### config.mk
export PLATFORM = sky130hd
export DESIGN_NAME = led_step_ctrl
export DESIGN_NICKNAME = d
export VERILOG_FILES = /design/src/rtl/led_ctrl_pkg.sv /design/src/rtl/led_step_ctrl_debounce.sv /design/src/rtl/led_step_ctrl.sv
export SDC_FILE = /design/constraint.sdc
export NUM_CORES = 1
export LEC_CHECK = 0
export ABC_AREA = 1
export ABC_CLOCK_PERIOD_IN_PS = 2200
export BUFFER_PORTS_ARGS = -buffer_cell sky130_fd_sc_hd__buf_2
export CAP_MARGIN = 10
export CORE_MARGIN = 3
export CORE_UTILIZATION = 55
export CTS_CLUSTER_SIZE = 30
export DETAILED_ROUTE_END_ITERATION = 8
export HOLD_SLACK_MARGIN = 0.02
export MAX_ROUTING_LAYER = met4
export PLACE_DENSITY = 0.74
export SETUP_SLACK_MARGIN = 0.3
export SYNTH_ARGS = -nofsm -noshare
export SYNTH_HDL_FRONTEND = slang
export SYNTH_SLANG_ARGS = --single-unit
### constraint.sdc
create_clock -name clk -period 2.2 [get_ports clk]
set_clock_uncertainty 0.1 [all_clocks]
set_input_delay 0.11 -clock clk [delete_from_list [all_inputs] [get_ports clk]]
set_output_delay 0.11 -clock clk [all_outputs]
set_load 0.02 [all_outputs]
### src/rtl/led_ctrl_pkg.sv
// Shared constants and types for the LED chaser step controller.
package led_ctrl_pkg;

  localparam int unsigned SPD_W = 2;

  typedef logic [SPD_W-1:0] speed_t;

  localparam speed_t SPD_SLOW  = 2'd0;
  localparam speed_t SPD_MID   = 2'd1;
  localparam speed_t SPD_BRISK = 2'd2;
  localparam speed_t SPD_FAST  = 2'd3;
  localparam speed_t SPD_MAX   = SPD_FAST;

  localparam logic DIR_RIGHT = 1'b0;
  localparam logic DIR_LEFT  = 1'b1;

  localparam logic   RST_RUNNING = 1'b1;
  localparam logic   RST_DIR     = DIR_RIGHT;
  localparam speed_t RST_SPEED   = SPD_SLOW;

  // One press-event bit per button, valid for a single cycle.
  typedef struct packed {
    logic speed;
    logic pause;
    logic dir;
  } press_t;

  function automatic speed_t next_speed(input speed_t s);
    return (s == SPD_MAX) ? SPD_SLOW : speed_t'(s + 2'd1);
  endfunction

endpackage

### src/rtl/led_step_ctrl_debounce.sv
// Two-flop synchronizer, stability counter and rising-edge press pulse
// for one raw pushbutton.
module btn_debounce #(
  parameter int unsigned DEB_CYCLES = 500000
) (
  input  logic clk,
  input  logic reset,
  input  logic btn_i,
  output logic press_c
);

  localparam int unsigned CNT_W = $clog2(DEB_CYCLES);
  localparam logic [CNT_W-1:0] CNT_LAST = CNT_W'(DEB_CYCLES - 1);

  logic             sync1_q;
  logic             sync2_q;
  logic             level_q;
  logic             level_d;
  logic [CNT_W-1:0] cnt_q;
  logic [CNT_W-1:0] cnt_d;

  // Count while the synced level disagrees; flip once it has held long enough.
  always_comb begin
    level_d = level_q;
    cnt_d   = '0;
    press_c = 1'b0;
    if (sync2_q != level_q) begin
      if (cnt_q == CNT_LAST) begin
        level_d = sync2_q;
        press_c = sync2_q;
      end else begin
        cnt_d = cnt_q + CNT_W'(1);
      end
    end
  end

  always_ff @(posedge clk) begin
    if (reset) begin
      sync1_q <= 1'b0;
      sync2_q <= 1'b0;
      level_q <= 1'b0;
      cnt_q   <= '0;
    end else begin
      sync1_q <= btn_i;
      sync2_q <= sync1_q;
      level_q <= level_d;
      cnt_q   <= cnt_d;
    end
  end

endmodule

### src/rtl/led_step_ctrl.sv
// Step-enable prescaler with speed, pause and direction control for the
// 8-LED one-hot chaser.
module led_step_ctrl
  import led_ctrl_pkg::*;
#(
  parameter int unsigned DEB_CYCLES = 500000,
  parameter int unsigned BASE_DIV   = 5000000,
  parameter int unsigned CNT_W      = 23
) (
  input  logic             clk,
  input  logic             reset,
  input  logic             btn_speed,
  input  logic             btn_pause,
  input  logic             btn_dir,
  output logic             step,
  output logic             dir,
  output logic             running,
  output logic [SPD_W-1:0] speed
);

  localparam logic [CNT_W-1:0] PERIOD_BASE = CNT_W'(BASE_DIV);

  press_t           press_c;
  logic [CNT_W-1:0] period_c;
  logic [CNT_W-1:0] last_c;

  logic [CNT_W-1:0] cnt_q;
  logic [CNT_W-1:0] cnt_d;
  logic             step_q;
  logic             step_d;
  logic             dir_q;
  logic             dir_d;
  logic             running_q;
  logic             running_d;
  speed_t           speed_q;
  speed_t           speed_d;

  btn_debounce #(.DEB_CYCLES(DEB_CYCLES)) u_deb_speed (
    .clk     (clk),
    .reset   (reset),
    .btn_i   (btn_speed),
    .press_c (press_c.speed)
  );

  btn_debounce #(.DEB_CYCLES(DEB_CYCLES)) u_deb_pause (
    .clk     (clk),
    .reset   (reset),
    .btn_i   (btn_pause),
    .press_c (press_c.pause)
  );

  btn_debounce #(.DEB_CYCLES(DEB_CYCLES)) u_deb_dir (
    .clk     (clk),
    .reset   (reset),
    .btn_i   (btn_dir),
    .press_c (press_c.dir)
  );

  assign period_c = PERIOD_BASE >> speed_q;
  assign last_c   = period_c - CNT_W'(1);

  // A speed press restarts the period; a pause press holds the count so no
  // step is gained or lost across the freeze.
  always_comb begin
    cnt_d     = cnt_q;
    step_d    = 1'b0;
    dir_d     = dir_q;
    running_d = running_q;
    speed_d   = speed_q;

    if (press_c.dir) begin
      dir_d = ~dir_q;
    end
    if (press_c.pause) begin
      running_d = ~running_q;
    end

    if (press_c.speed) begin
      speed_d = next_speed(speed_q);
      cnt_d   = '0;
    end else if (running_q && !press_c.pause) begin
      if (cnt_q == last_c) begin
        cnt_d  = '0;
        step_d = 1'b1;
      end else begin
        cnt_d = cnt_q + CNT_W'(1);
      end
    end
  end

  always_ff @(posedge clk) begin
    if (reset) begin
      cnt_q     <= '0;
      step_q    <= 1'b0;
      dir_q     <= RST_DIR;
      running_q <= RST_RUNNING;
      speed_q   <= RST_SPEED;
    end else begin
      cnt_q     <= cnt_d;
      step_q    <= step_d;
      dir_q     <= dir_d;
      running_q <= running_d;
      speed_q   <= speed_d;
    end
  end

  assign step    = step_q;
  assign dir     = dir_q;
  assign running = running_q;
  assign speed   = speed_q;

endmodule

==> impl_results.md <==
* Most common cell after layout, fill and taps aside: nand2_1
* CP max stage delay at 370 ps
* R2R cell count at 11
* Commonest cells after routing, fill and taps aside: nand2_1 (173), nor2_1 (137), inv_1 (108)
* Final Non-Filler Cells at 969
* Vias/cell at 5.20
* Worst hold path stage count at 2
* Worst EP required at 2360 ps
* Worst-Skew Late Latency at around 360 ps
* Placed insts at 936
* Post-synth net total at approximately 800
* CP endpoint kind: register
* Fin crit period at about 2000 ps
* Hold endpoint: u_deb_speed.sync2_q$_SDFF_PP0_
* Die extent in x at 105 microns
* Global-route wire length before repair at between 20000 and 25000 microns
* Core ar. at 0.00942 sq mm
* Initial DRC Count at 229
* Tightest Hold Check Type: reg -> reg
* Share of cells above drive strength 1 at 15.8%
* Final nets at 852
* Max_cap viols at 0
* Cells after synthesis at roughly 800
* Sequential share of the synthesized area at 34.7%
* Sequential cell area at between 0.0015 and 0.002 sq mm
* Htree depth at 3
* Crit path max-delay cell type: dfxtp_4
* RR Endpoint: cnt_q[9]$_SDFFE_PP0N_
* RSZ-0062 raised after global routing: true
* Die area at roughly 0.011 sq mm
* Syn_area_per_cell at 6.74 sq um
* Worst path bufs/invs at 3
* Fmax at 509 MHz
* Number of global-route vias before repair at 4671
* Clock Sinks at 94
* # IOs at 10
* Grt met2 use at 37.9%
* Setup TNS Final at 0 ps
* CTS root buffer: clkbuf_8
* Mapped Area at 0.00542 sq mm
* Met3 Resource Use GR at under 10%
* Critical path peak fanout at 5
* Routability cong. at approximately 0.99
* Clock Pin Slew Worst Setup and Hold Paths at ~90 ps
* WL final at approximately 12000 microns
* Period Utilization, post-route at 89.4%
* Max VDD drop at 0.414 mV
* Met1 usage at 28.6%
* Largest net degree at the start of global routing at 21
* Post-DP HPWL at 8870 microns
* Crit path arrival time at 2130 ps
* Relative slew slack at 74.1%
* Die Ht at 105 microns
* Reg2reg setup slack at about 230 ps
* Initial antenna violation count at 0
* Worst setup SP type: register
* Crit path max-delay family: simple AND/OR/NAND/NOR gates
* 1st-pass router iterations at 5
* Slew @ Worst Pin at 385 ps
* Max Root-Sink Buffers at 2
* Final instance area at 0.00611 sq mm
* Placed cell areas at approximately 0.0056 sq mm
* Area delta synth->final at 12.7%
* IO Port Bufs at 9
* Status: complete, no violations
* Wire per inst at 12.5 microns
* Flops & latches, synth at 94
* GRT Overall Usage at 22.9%
* ANT cells at 0
* Final ANT Viol Nets at 0
* Fillers at ~840
* Post-synth cell types at 40
* Pwr per Cell Area at 475 mW/mm^2
* Most Crowded Layer GR: met2
* Final setup vio count at 0
* Initial core utilization at 57.6%
* Slew Limit Fails at 0
* CTS tree: yes
* Multi-input gate area at 0.00316 sq mm
* Crit-path cells: clkinvlp_4 -> ha_4 -> buf_6 -> nand4_1 -> nand2_1 -> nand3_2 -> nor2_4 -> buf_12 -> nand2_4 -> nand3_1 -> nor2_1
* WS Path Type: reg -> reg
* Hold Vio Cnt, Final at 0
* Hold Startpoint: u_deb_speed.sync1_q$_SDFF_PP0_
* Aggregate global routing overflow at 0
* R2r startpoint: speed[0]$_SDFFE_PP0P_
* DRC at 0
* Leakage at about 2.4 nW
* Synth Warn # at 0
* Detailed-route via count at just over 5k
* CTS Buf Count at 9
* Site Rows at 35
-- timing repair --
| action | 4_1_cts | 5_1_grt |
|---|---|---|
| setup buffers | 3 | 4 |
| endpoints found under the setup margin | 28 | 58 |
| hold buffers | 7 | 0 |
| gates resized for setup | 13 | 23 |
| hold endpoints to repair | 6 | 0 |
| gates cloned | 2 | 1 |
| pin swaps | 6 | 11 |
-- synthesized netlist by cell type --
cell type,instances,area share [%]
nor3_2,3,0.55
ha_1,12,2.8
nor2_1,142,9.8
o21ai_0,15,1.4
nor4_1,1,0.12
clkbuf_1,1,0.069
nand3_1,54,5.0
nand2_2,3,0.35
or2_2,4,0.46
nand3_4,1,0.32
inv_6,1,0.16
buf_12,1,0.37
nand2_4,1,0.21
a31oi_1,1,0.12
nand2_8,1,0.37
nand3b_1,4,0.55
inv_1,109,7.6
nor2_4,4,0.83
dfxtp_1,94,35
and3_1,2,0.23
o21a_1,2,0.28
xnor2_1,9,1.5
nor3b_1,7,0.97
buf_6,3,0.62
clkbuf_8,1,0.25
nand4_1,22,2.5
nor3b_2,1,0.23
a211oi_1,2,0.28
nand2_1,179,12
nor2_2,15,1.7
o21ai_1,1,0.092
nor3_4,2,0.60
buf_2,6,0.55
a21oi_1,32,3.0
inv_2,7,0.48
nand3_2,18,3.3
nor3_1,26,2.4
xor2_1,15,2.4
buf_4,1,0.14
a21oi_4,1,0.30
-- final cells by class --
| type | instances | area share, % |
|---|---|---|
| sequential | 94 | 30.9 |
| timing repair buffer | 30 | 4.14 |
| multi-input combinational | 583 | 51.7 |
| clock buffer | 10 | 2.25 |
| tap | 129 | 2.64 |
| clock inverter | 6 | 0.820 |
| inverter | 117 | 7.50 |
-- power breakdown --
part           switching [W]  internal (W)  leakage [nW]
Sequential        0.00000761       0.00171         0.761
Clock               0.000650      0.000459        0.0918
Combinational      0.0000445     0.0000309          1.53
-- per-layer routing --
layer	wire length [microns]	share of wire (%)
met4	252	2.1
met1	5390	45
met5	0	0
met2	5740	47
met3	721	6.0
-- worst max path at each step --
stage	startpoint	to	cells after the start
after global placement	speed[0]$_SDFFE_PP0P_	cnt_q[21]$_SDFFE_PP0N_	13
after CTS	speed[0]$_SDFFE_PP0P_	cnt_q[9]$_SDFFE_PP0N_	11
after global routing	speed[0]$_SDFFE_PP0P_	cnt_q[10]$_SDFFE_PP0N_	13
after floorplan	speed[1]$_SDFFE_PP0P_	cnt_q[12]$_SDFFE_PP0N_	14
after detailed placement	speed[0]$_SDFFE_PP0P_	cnt_q[9]$_SDFFE_PP0N_	13
final	speed[0]$_SDFFE_PP0P_	cnt_q[9]$_SDFFE_PP0N_	11
-- kinds of logic after synthesis --
kind of cell / synth area share [%]
flops: 34.7
simple gates: 43.0
buf+inv: 10.2
xor+xnor: 3.88
compound gates: 5.40
fa+ha+maj: 2.77
-- flip-flops by register name (all words and copies together) (netlist names) --
name	flops
running	1
speed	2
u_deb_dir.sync2_q	1
u_deb_speed.level_q	1
u_deb_dir.cnt_q	19
u_deb_speed.sync1_q	1
u_deb_pause.cnt_q	19
u_deb_pause.level_q	1
dir	1
step	1
u_deb_dir.level_q	1
u_deb_dir.sync1_q	1
u_deb_speed.sync2_q	1
u_deb_pause.sync2_q	1
u_deb_pause.sync1_q	1
cnt_q	23
u_deb_speed.cnt_q	19
-- stage by stage --
step / utilization [%] / total power, W / worst slack [ps] / hold slack (ps)
after floorplan: - / 0.00180 / 165 / 117
final: 64.9 / 0.00290 / 233 / 306
after CTS: 63.4 / 0.00292 / 264 / 312
after detailed placement: 59.6 / 0.00182 / 162 / 240
after global routing: 64.9 / 0.00300 / 152 / 333
after global placement: 59.6 / 0.00182 / 267 / 222
-- worst register-to-register path: cells and delay by family (launching register included) --
family	cells	cell delay, ps
buffers and inverters	3	410
adder cells (fa/ha/maj)	1	340
AND/OR/NAND/NOR	7	650
flip-flops	1	370
Power figures use the tool's default switching activity.
